`src/rtl/bmi_pkg.sv`:
```
// Shared definitions for the BMI engine and the downstream category comparator.
// Holds the FSM state encoding, arithmetic constants and the category thresholds.
// Both stages use this package, so the thresholds are defined in one place only.
package bmi_pkg;

    localparam int W_WIDTH      = 8;
    localparam int H_WIDTH      = 8;
    localparam int BMI_WIDTH    = 8;
    localparam int SCALE        = 10000;
    localparam int DIV_BITS     = 22;     // holds 255 * 10000
    localparam int DIVISOR_BITS = 2 * H_WIDTH;

    localparam logic [BMI_WIDTH-1:0] BMI_MAX = 8'hFF;

    // Category thresholds on the integer (truncated) BMI
    localparam logic [BMI_WIDTH-1:0] UNDERWEIGHT_MAX = 8'd18;
    localparam logic [BMI_WIDTH-1:0] NORMAL_MAX      = 8'd24;

    typedef enum logic [1:0] {
        IDLE = 2'd0,
        LOAD = 2'd1,
        DIV  = 2'd2,
        DONE = 2'd3
    } state_t;

    typedef enum logic [1:0] {
        CAT_UNDERWEIGHT = 2'd0,
        CAT_NORMAL      = 2'd1,
        CAT_OVERWEIGHT  = 2'd2
    } category_t;

    function automatic category_t bmi_category(input logic [BMI_WIDTH-1:0] bmi);
        if (bmi <= UNDERWEIGHT_MAX)
            return CAT_UNDERWEIGHT;
        else if (bmi <= NORMAL_MAX)
            return CAT_NORMAL;
        else
            return CAT_OVERWEIGHT;
    endfunction

endpackage

```
`src/rtl/bmi_calculator_seq_divider.sv`:
```
// Restoring divider, one quotient bit per clock.
// Ports:
//   clk, srst  : clock and synchronous active-high reset
//   load       : capture dividend/divisor, clear remainder/quotient, start
//   dividend   : unsigned dividend, DIVIDEND_W bits
//   divisor    : unsigned divisor, DIVISOR_W bits
//   busy       : division steps in progress
//   ready      : the step on this edge is the final one; quotient is complete after it
//   quotient   : result, held until the next load
// A zero divisor is not special-cased here: every step subtracts nothing and
// shifts in a 1. The caller flags that case itself.
module seq_divider #(
    parameter int DIVIDEND_W = 22,
    parameter int DIVISOR_W  = 16
) (
    input  logic                  clk,
    input  logic                  srst,
    input  logic                  load,
    input  logic [DIVIDEND_W-1:0] dividend,
    input  logic [DIVISOR_W-1:0]  divisor,
    output logic                  busy,
    output logic                  ready,
    output logic [DIVIDEND_W-1:0] quotient
);

    localparam int CNT_W = $clog2(DIVIDEND_W);

    logic [DIVIDEND_W-1:0] dividend_reg;
    logic [DIVISOR_W-1:0]  divisor_reg;
    logic [DIVISOR_W:0]    rem_reg;
    logic [DIVIDEND_W-1:0] quot_reg;
    logic [CNT_W-1:0]      cnt_reg;
    logic                  busy_reg;

    logic [DIVISOR_W:0]    rem_shift;
    logic [DIVISOR_W:0]    rem_next;
    logic                  fits;

    // Remainder stays below the divisor, so its low DIVISOR_W bits carry it
    always_comb begin
        rem_shift = {rem_reg[DIVISOR_W-1:0], dividend_reg[DIVIDEND_W-1]};
        fits      = (rem_shift >= {1'b0, divisor_reg});
        rem_next  = fits ? (rem_shift - {1'b0, divisor_reg}) : rem_shift;
    end

    always_ff @(posedge clk) begin
        if (srst) begin
            dividend_reg <= '0;
            divisor_reg  <= '0;
            rem_reg      <= '0;
            quot_reg     <= '0;
            cnt_reg      <= '0;
            busy_reg     <= 1'b0;
        end else if (load) begin
            dividend_reg <= dividend;
            divisor_reg  <= divisor;
            rem_reg      <= '0;
            quot_reg     <= '0;
            cnt_reg      <= CNT_W'(DIVIDEND_W - 1);
            busy_reg     <= 1'b1;
        end else if (busy_reg) begin
            dividend_reg <= {dividend_reg[DIVIDEND_W-2:0], 1'b0};
            rem_reg      <= rem_next;
            quot_reg     <= {quot_reg[DIVIDEND_W-2:0], fits};
            if (cnt_reg == '0)
                busy_reg <= 1'b0;
            else
                cnt_reg <= cnt_reg - 1'b1;
        end
    end

    assign busy     = busy_reg;
    assign ready    = busy_reg && (cnt_reg == '0);
    assign quotient = quot_reg;

endmodule

```
`src/rtl/bmi_calculator.sv`:
```
// Sequential BMI engine: bmi = floor(weight*10000 / height^2), saturating at 255.
// Ports:
//   clk, rst   : clock and synchronous active-high reset
//   start      : request, honoured only in IDLE
//   weight     : kg, captured when start is accepted
//   height     : cm, captured when start is accepted
//   busy       : high from LOAD through DONE
//   done       : one-cycle pulse when bmi/sat/div_err are updated
//   bmi        : result, held until the next done
//   sat        : quotient exceeded 255, bmi forced to 255
//   div_err    : height was zero, bmi forced to 255
// Fixed latency: done appears 24 clocks after the accepting edge
// (1 LOAD + 22 DIV + 1 DONE), including the height==0 case.
module bmi_calculator
    import bmi_pkg::*;
(
    input  logic                 clk,
    input  logic                 rst,
    input  logic                 start,
    input  logic [W_WIDTH-1:0]   weight,
    input  logic [H_WIDTH-1:0]   height,
    output logic                 busy,
    output logic                 done,
    output logic [BMI_WIDTH-1:0] bmi,
    output logic                 sat,
    output logic                 div_err
);

    localparam logic [DIV_BITS-1:0] SCALE_V = DIV_BITS'(SCALE);

    state_t                state_reg;
    logic [W_WIDTH-1:0]    weight_reg;
    logic [H_WIDTH-1:0]    height_reg;
    logic                  zero_reg;
    logic                  busy_reg;
    logic                  done_reg;
    logic [BMI_WIDTH-1:0]  bmi_reg;
    logic                  sat_reg;
    logic                  div_err_reg;

    logic                  div_load;
    logic                  div_busy;
    logic                  div_ready;
    logic [DIV_BITS-1:0]   div_dividend;
    logic [DIVISOR_BITS-1:0] div_divisor;
    logic [DIV_BITS-1:0]   div_quotient;

    // Operands are formed from the captured inputs, so input changes after
    // the accepting edge cannot reach the divider.
    assign div_load     = (state_reg == LOAD);
    assign div_dividend = DIV_BITS'(weight_reg) * SCALE_V;
    assign div_divisor  = DIVISOR_BITS'(height_reg) * DIVISOR_BITS'(height_reg);

    seq_divider #(
        .DIVIDEND_W(DIV_BITS),
        .DIVISOR_W (DIVISOR_BITS)
    ) u_div (
        .clk      (clk),
        .srst     (rst),
        .load     (div_load),
        .dividend (div_dividend),
        .divisor  (div_divisor),
        .busy     (div_busy),
        .ready    (div_ready),
        .quotient (div_quotient)
    );

    always_ff @(posedge clk) begin
        if (rst) begin
            state_reg   <= IDLE;
            weight_reg  <= '0;
            height_reg  <= '0;
            zero_reg    <= 1'b0;
            busy_reg    <= 1'b0;
            done_reg    <= 1'b0;
            bmi_reg     <= '0;
            sat_reg     <= 1'b0;
            div_err_reg <= 1'b0;
        end else begin
            done_reg <= 1'b0;
            case (state_reg)
                IDLE: begin
                    if (start) begin
                        weight_reg <= weight;
                        height_reg <= height;
                        busy_reg   <= 1'b1;
                        state_reg  <= LOAD;
                    end
                end
                LOAD: begin
                    zero_reg  <= (height_reg == '0);
                    state_reg <= DIV;
                end
                DIV: begin
                    if (div_busy && div_ready)
                        state_reg <= DONE;
                end
                DONE: begin
                    done_reg <= 1'b1;
                    busy_reg <= 1'b0;
                    if (zero_reg) begin
                        bmi_reg     <= BMI_MAX;
                        sat_reg     <= 1'b0;
                        div_err_reg <= 1'b1;
                    end else if (|div_quotient[DIV_BITS-1:BMI_WIDTH]) begin
                        bmi_reg     <= BMI_MAX;
                        sat_reg     <= 1'b1;
                        div_err_reg <= 1'b0;
                    end else begin
                        bmi_reg     <= div_quotient[BMI_WIDTH-1:0];
                        sat_reg     <= 1'b0;
                        div_err_reg <= 1'b0;
                    end
                    state_reg <= IDLE;
                end
                default: state_reg <= IDLE;
            endcase
        end
    end

    assign busy    = busy_reg;
    assign done    = done_reg;
    assign bmi     = bmi_reg;
    assign sat     = sat_reg;
    assign div_err = div_err_reg;

endmodule

```
`config.mk`:
```
export PLATFORM = sky130hd
export DESIGN_NAME = bmi_calculator
export DESIGN_NICKNAME = d
export VERILOG_FILES = /design/src/rtl/bmi_pkg.sv /design/src/rtl/bmi_calculator_seq_divider.sv /design/src/rtl/bmi_calculator.sv
export SDC_FILE = /design/constraint.sdc
export NUM_CORES = 1
export LEC_CHECK = 0
export ABC_AREA = 1
export BUFFER_PORTS_ARGS = -buffer_cell sky130_fd_sc_hd__buf_2
export CAP_MARGIN = 20
export CORE_MARGIN = 4
export CORE_UTILIZATION = 63
export DETAILED_ROUTE_END_ITERATION = 8
export PLACE_DENSITY = 0.9
export SLEW_MARGIN = 10
export SYNTH_ARGS = -nofsm -noshare
export SYNTH_HDL_FRONTEND = slang
export SYNTH_SLANG_ARGS = --single-unit
```
`constraint.sdc`:
```
create_clock -name clk -period 5.77 [get_ports clk]
set_input_delay 1.154 -clock clk [delete_from_list [all_inputs] [get_ports clk]]
set_output_delay 1.154 -clock clk [all_outputs]
set_load 0.05 [all_outputs]
```
==> qor.yml, run 1 <==
hold_buffers: 0
crit_buf_inv: 4
area_growth_pct: 6.07
critical_path.cell_chain: "nand2_1 -> inv_1 -> fa_1 -> fa_1 -> inv_1 -> fa_1 -> fa_1 -> inv_1 -> ha_1 -> a21oi_1 -> o21ai_0 -> a21oi_1 -> o21ai_0 -> nand2_1 -> nand2_1 -> o21ai_0 -> inv_1"
hp-class: "flop to flop"
start_util: 0.651
grt_pass1_vias: 6927
whs_ns: 0.470
slowest_stage: "dfxtp_1"
tightestPinTransition_ns: 0.916
reg2regPathDepth: 17
stdcell_count: 1355
timing.rr.start: "height_reg[5]"
grt_pass1_wl_mm: 31.6
num_vias: 7378
synthArstFlopShare: 0
p_clk_frac: 0.110
fin_skew_ns: 0.00510
num_rows: 41
worstSetupStartpointType: "flop"
slowest_delay_ns: 0.56
n_antenna_cell: 0
end_kind: "flop"
swShare: 0.542
crit_family: "adder cells"
synthCells: 1173
clock_latency_ns: 0.36
internal_power_mw: 2.45
cts_setup_buffers: 0
powerDensity_nw_per_um2: 610
arrival_ns: 4.70
layout.nets: 1326
synth_cell_types: 44
cp_num_cells: 17
via_per_inst: 5.45
ys_seq_area_frac: 0.261
dp.cells: 1339
cts.sinks: 108
cap_viol_max_count: 0
min_period_over_period: 0.770
synth_area_leaders: "dfxtp_1, ha_1, nand2_1"
synth_seq_cells: 108
grt_max_degree: 53
cp-startpoint: "height_reg[5]"
postCtsResizedCells: 0
core_sq_um: 12700
reg2reg_slack_ns: 1.33
drt_iter0_markers: 594
path_max_fanout: 11
critical_path_required_ns: 6.03
combPwrFrac: 0.681
cts_max_level: 3
worstSetupEndpoint: "u_div.divisor_reg[13]"
r2r-end: "u_div.divisor_reg[13]"
yosysTopAreaCell: "dfxtp_1"
totalWireLength_mm: 18.6
cts_buffer_depth: 2
die-area_sq_um: 15000
drc_errors: 0
clockRootBuffer: "clkbuf_16"
antenna_found_initial: 0
drive_above_1_share: 0.0634
drt-pass1-iter-count: 7
wire_per_inst_um: 13.7
ios: 31
yosys_warnings: 0
finalSetupTns_ns: 0
slew_viol_final: 0
fmax_ghz: 0.225
syn_nets: 1321
p_total_mw: 5.36
p_switching_mw: 2.90
syn_avg_cell_area_sq_um: 7.06
synth_area_sq_um: 8280
grt_overflow_total: 0
seqPwrFrac: 0.209
grt_usage: 0.259
ys_top_cells_by_count: "nand2_1, inv_1, dfxtp_1"
synth_flop_cell: "dfxtp_1"
die_h_um: 123
ir_worst_vdd_mv: 0.401
gp_congestion: 0.996
finalHoldViolCount: 0
tritoncts: "built"
ant_nets: 0
critPathKind: "flop to flop"
synth_top_cell_area_share: 0.261
clk_pin_slew_ns: 0.07
rsz0062_at_grt: "no"
period_needed_ns: 4.44
hpwl_mm: 14.3
synth_edf_count: 0
slew_headroom: 0.386
die_x_um: 123
synth.most_common_cell: "nand2_1"
setup_viol: 0
fill_cells: 1089
port-buffer-count: 30
numCtsBuffers: 9
largest_reg_flops: 22
status: "finished, final reports clean"
leakage_nw: 4.61
routing by layer:
layer / GRT usage / vias up / wire [um]
li1: - / 3727 / -
met1: 0.334 / 3412 / 8260
met2: 0.447 / 213 / 9070
met3: 0.0401 / 26 / 938
met4: 0.0798 / 0 / 344
met5: 0 / - / 0
worst min-delay path by stage:
stage,startpoint,depth (start not counted),endpoint
2_1_floorplan,u_div.divisor_reg[0],2,u_div.divisor_reg[0]
3_3_place_gp,u_div.dividend_reg[15],2,u_div.dividend_reg[15]
3_5_place_dp,u_div.dividend_reg[17],2,u_div.dividend_reg[17]
4_1_cts,u_div.dividend_reg[17],2,u_div.dividend_reg[17]
5_1_grt,u_div.dividend_reg[18],2,u_div.dividend_reg[18]
6_report,u_div.dividend_reg[5],2,u_div.dividend_reg[5]
power by group through the flow:
stage	clock, mW	combinational, mW	sequential, mW
5_1_grt	0.622	4.19	1.15
6_report	0.589	3.65	1.12
2_1_floorplan	0	2.92	1.11
3_3_place_gp	0	3.50	1.12
4_1_cts	0.591	3.64	1.12
3_5_place_dp	0	3.60	1.13
logic make-up after synthesis:
kind of cell    count (synthesis)  synth area share
xor+xnor                       19            0.0201
mux                             1           0.00121
buf+inv                       280             0.129
compound gates                191             0.128
flops                         108             0.261
simple gates                  445             0.232
fa+ha+maj                     129             0.228
stage by stage:
stage | area, sq um | utilization | setup slack (ns)
after floorplan | 8280 | - | 1.66
after global placement | 8510 | 0.669 | 1.59
after detailed placement | 8510 | 0.669 | 1.41
after CTS | 8790 | 0.691 | 1.38
after global routing | 8790 | 0.691 | 0.953
final | 8790 | 0.691 | 1.33
area by class of cell:
type                            count  area, sq um  area share
Clock buffer                        9          225      0.0256
Timing Repair Buffer               34          180      0.0205
Sequential cell                   108         2160       0.246
Multi-Input combinational cell    785         5050       0.575
Clock inverter                      7         52.6     0.00598
Tap cell                          172          215      0.0245
Inverter                          240          901       0.103
cell usage in the layout (no fill, tap or decap), types with 2 or more instances in the layout:
cell,synthesis,final
nand2_1,260,260
a211oi_1,2,2
nand2_4,2,2
nor3_1,7,7
a22oi_1,2,2
clkinv_2,0,2
or2_2,4,4
o221ai_1,7,7
dfxtp_1,108,107
o21bai_1,4,4
o21ai_0,67,67
nor2_1,66,66
a31oi_1,2,2
nand3b_1,6,6
buf_4,0,4
a31o_2,2,2
o22ai_1,7,7
clkbuf_16,0,9
clkinv_1,5,5
nand3_1,58,58
nand3_2,3,3
and2_1,3,3
nand2_2,6,6
o211ai_1,2,2
o31ai_1,5,5
nor4_1,6,6
nor2_2,4,4
inv_1,234,234
nand4_1,18,18
buf_2,8,30
clkinv_4,0,3
xnor2_1,6,6
ha_1,92,92
xor2_1,13,13
a21oi_1,86,86
fa_1,37,37
worst register-to-register path, delay by kind of cell, from the launching register on:
kind | cells | cell delay, ns
compound gates | 5 | 0.86
fa+ha+maj | 5 | 2.41
buf+inv | 4 | 0.27
flops | 1 | 0.56
simple gates | 3 | 0.24
Power figures use the tool's default switching activity.
==> run 2, diff against run 1 <==
Settings changed: ABC_AREA 1 to 0.
Clock period 5.77 ns to 4.5 ns, I/O delays scaled along.
==> run 2 against run 1 <==
Compared with the run above: clock power increased by 37%; final cell count decreased by 16%; first-iteration DRC count increased by 4.7%; die area decreased by 2.4%; clock skew increased by 0.0050 ns; power increased by 8.5%; hold slack improved by 0.011 ns; combinational power decreased by 2%; maximum frequency increased by 3.9%; count of clock-buffer cells in the layout unchanged; global-route usage about the same.
==> qor.yml, run 2 <==
totalWireLength_mm: 18.2  # -2.1%
leakage_nw: 3.85  # -17%
clock_latency_ns: 0.37  # about the same
ys_top_cells_by_count: "dfxtp_1, nor2_1, inv_1"
antenna_found_initial: 0  # unchanged
slowest_stage: "fa_1"
dp.cells: 1120  # -16%
hp-class: "flop to flop"
ir_worst_vdd_mv: 0.693  # +73%
crit_family: "adder cells"
crit_path_frequent_cell: "fa_1"
period_needed_ns: 4.28  # -0.165 ns
final_cell_mix: "dfxtp_1, inv_1, nor2_1"
worstSetupStartpointType: "flop"
tritoncts: "built"
die_x_um: 121  # -1.2%
ant_nets: 0  # unchanged
die-area_sq_um: 14700  # -2.4%
cts_setup_buffers: 0  # unchanged
synthArstFlopShare: 0  # unchanged
status: "finished, final reports clean"
slew_viol_final: 0  # unchanged
final_core_util: 0.687  # -0.00329
fmax_ghz: 0.234  # +3.9%
syn_nets: 1105  # -16%
synth_flop_cell: "dfxtp_1"
synth_seq_cells: 108  # unchanged
synth_cell_types: 62  # +41%
finalHoldViolCount: 0  # unchanged
num_rows: 41  # unchanged
cts.sinks: 108  # unchanged
start_util: 0.642  # -0.00895
cp-startpoint: "height_reg[5]"
ys_seq_area_frac: 0.268  # +0.00688
drt-pass1-iter-count: 5  # -2
drive_above_1_share: 0.0820  # +0.0186
critical_path_required_ns: 4.73  # -1.30 ns
critPathKind: "flop to flop"
drt_iter0_markers: 622  # +4.7%
clockRootBuffer: "clkbuf_16"
end_kind: "flop"
yosys_warnings: 0  # unchanged
grt_pass1_vias: 6434  # -7.1%
dpl_cell_area_sq_um: 8320  # -2.2%
yosysTopAreaCell: "dfxtp_1"
area_growth_pct: 7.04
synthCells: 957  # -18%
arrival_ns: 4.51  # -0.19 ns
clk_pin_slew_ns: 0.08  # about the same
n_antenna_cell: 0  # unchanged
grt_pass1_wl_mm: 30.9  # -2.2%
synth_area_sq_um: 8070  # -2.6%
slew_headroom: 0.333  # -0.0522
layout.nets: 1107  # -17%
grt_overflow_total: 0  # unchanged
crit_buf_inv: 3  # -1
synth_edf_count: 0  # unchanged
grt_max_degree: 85  # +60%
via_per_inst: 5.94  # +9.1%
layout_commonest_cell: "dfxtp_1"
port-buffer-count: 30  # unchanged
gp_congestion: 0.878  # -12%
finalSetupTns_ns: 0  # unchanged
core_sq_um: 12600  # -1.2%
slowest_delay_ns: 0.56  # about the same
numCtsBuffers: 9  # unchanged
syn_avg_cell_area_sq_um: 8.43  # +19%
ios: 31  # unchanged
hpwl_mm: 12.9  # -9.7%
cap_viol_max_count: 0  # unchanged
setup_viol: 0  # unchanged
timing.rr.start: "height_reg[5]"
fin_skew_ns: 0.0101  # +0.00501 ns
num_vias: 6747  # -8.6%
die_h_um: 121  # -1.2%
min_period_over_period: 0.951  # +0.181
stdcell_count: 1136  # -16%
path_max_fanout: 8  # -3
design_area_sq_um: 8640  # -1.7%
critical_path.cell_chain: "inv_1 -> nor2_2 -> fa_1 -> fa_1 -> inv_1 -> fa_1 -> fa_1 -> inv_1 -> ha_1 -> o21ai_1 -> a211o_1 -> a31oi_2 -> a31oi_1 -> xnor2_1 -> o22ai_1"
synth.most_common_cell: "dfxtp_1"
grt_usage: 0.259  # about the same
tightestPinTransition_ns: 1.00  # +0.0840 ns
rsz0062_at_grt: "no"
drc_errors: 0  # unchanged
cts_buffer_depth: 2  # unchanged
largest_reg_flops: 22  # unchanged
powerDensity_nw_per_um2: 673  # +10%
cts_max_level: 3  # unchanged
synth_area_leaders: "dfxtp_1, ha_1, fa_1"
synth_top_cell_area_share: 0.268  # +0.00688
wire_per_inst_um: 16.0  # +17%
worstHoldStart: "height_reg[1]"
-- run 2: cell count changes in the layout (fill, tap and decap cells not counted), sizes merged, moves of 32 or more --
cell,previous run,this run
mux2i,1,42
inv,236,105
nand3,61,17
o21ai,67,31
nor2,71,103
nand2,268,59
-- run 2: final cells by class --
cell class	instances	area (sq um)
multi-input combinational	698	5340
timing repair buffer	40	225
inverter	102	383
clock inverter	7	75.1
fill	885	3930
clock buffer	9	225
sequential	108	2170
tap	172	215
-- run 2: worst reg2reg max path, delay by kind of cell (launching register included) --
family | cells | cell delay, ns
fa+ha+maj | 5 | 2.37
buf+inv | 3 | 0.22
xor+xnor | 1 | 0.18
compound gates | 5 | 0.82
simple gates | 1 | 0.16
flops | 1 | 0.40
-- run 2: logic make-up after synthesis --
logic type,share of synthesized area
buf+inv,0.0721
flops,0.268
simple gates,0.177
fa+ha+maj,0.234
mux,0.0549
xor+xnor,0.0315
compound gates,0.163
-- run 2: through the flow --
stage	total power, mW	hold WS (ns)	setup WS, ns
after floorplan	4.21	0.441	0.181
after global placement	4.80	0.455	0.177
after detailed placement	4.90	0.463	0.0532
after CTS	5.76	0.479	0.0147
after global routing	6.27	0.505	0.000149
final	5.81	0.481	0.220
-- run 2: metal layers --
layer	vias up	GRT usage	wire [um]	part of all wire
li1	3293	-	-	-
met1	3186	0.339	7860	0.43
met2	215	0.430	8740	0.48
met3	53	0.0434	1080	0.059
met4	0	0.102	531	0.029
met5	-	0	0	0
-- run 2: final timing paths --
kind                                               to  slack (ns)  cells after the start
worst min-delay path                    height_reg[1]        0.48                      2
worst max register to register  u_div.divisor_reg[15]        0.22                     15
worst min register to register          height_reg[1]        0.48                      2
worst max-delay path            u_div.divisor_reg[15]        0.22                     15
-- run 2: power by group --
part           internal (mW)  leakage [nW]  switching (mW)  total, mW
logic                   1.35          2.82            2.24       3.59
clock network          0.396         0.145           0.412      0.807
registers               1.16         0.880           0.253       1.41
-- run 2: what timing repair did --
| action | 4_1_cts | 5_1_grt |
|---|---|---|
| gates resized for setup | 1 | 8 |
| endpoints found under the hold margin | 0 | 0 |
| gates cloned | 0 | 0 |
| endpoints found under the setup margin | 2 | 4 |
| hold buffers | 0 | 0 |
| pin swaps | 0 | 1 |
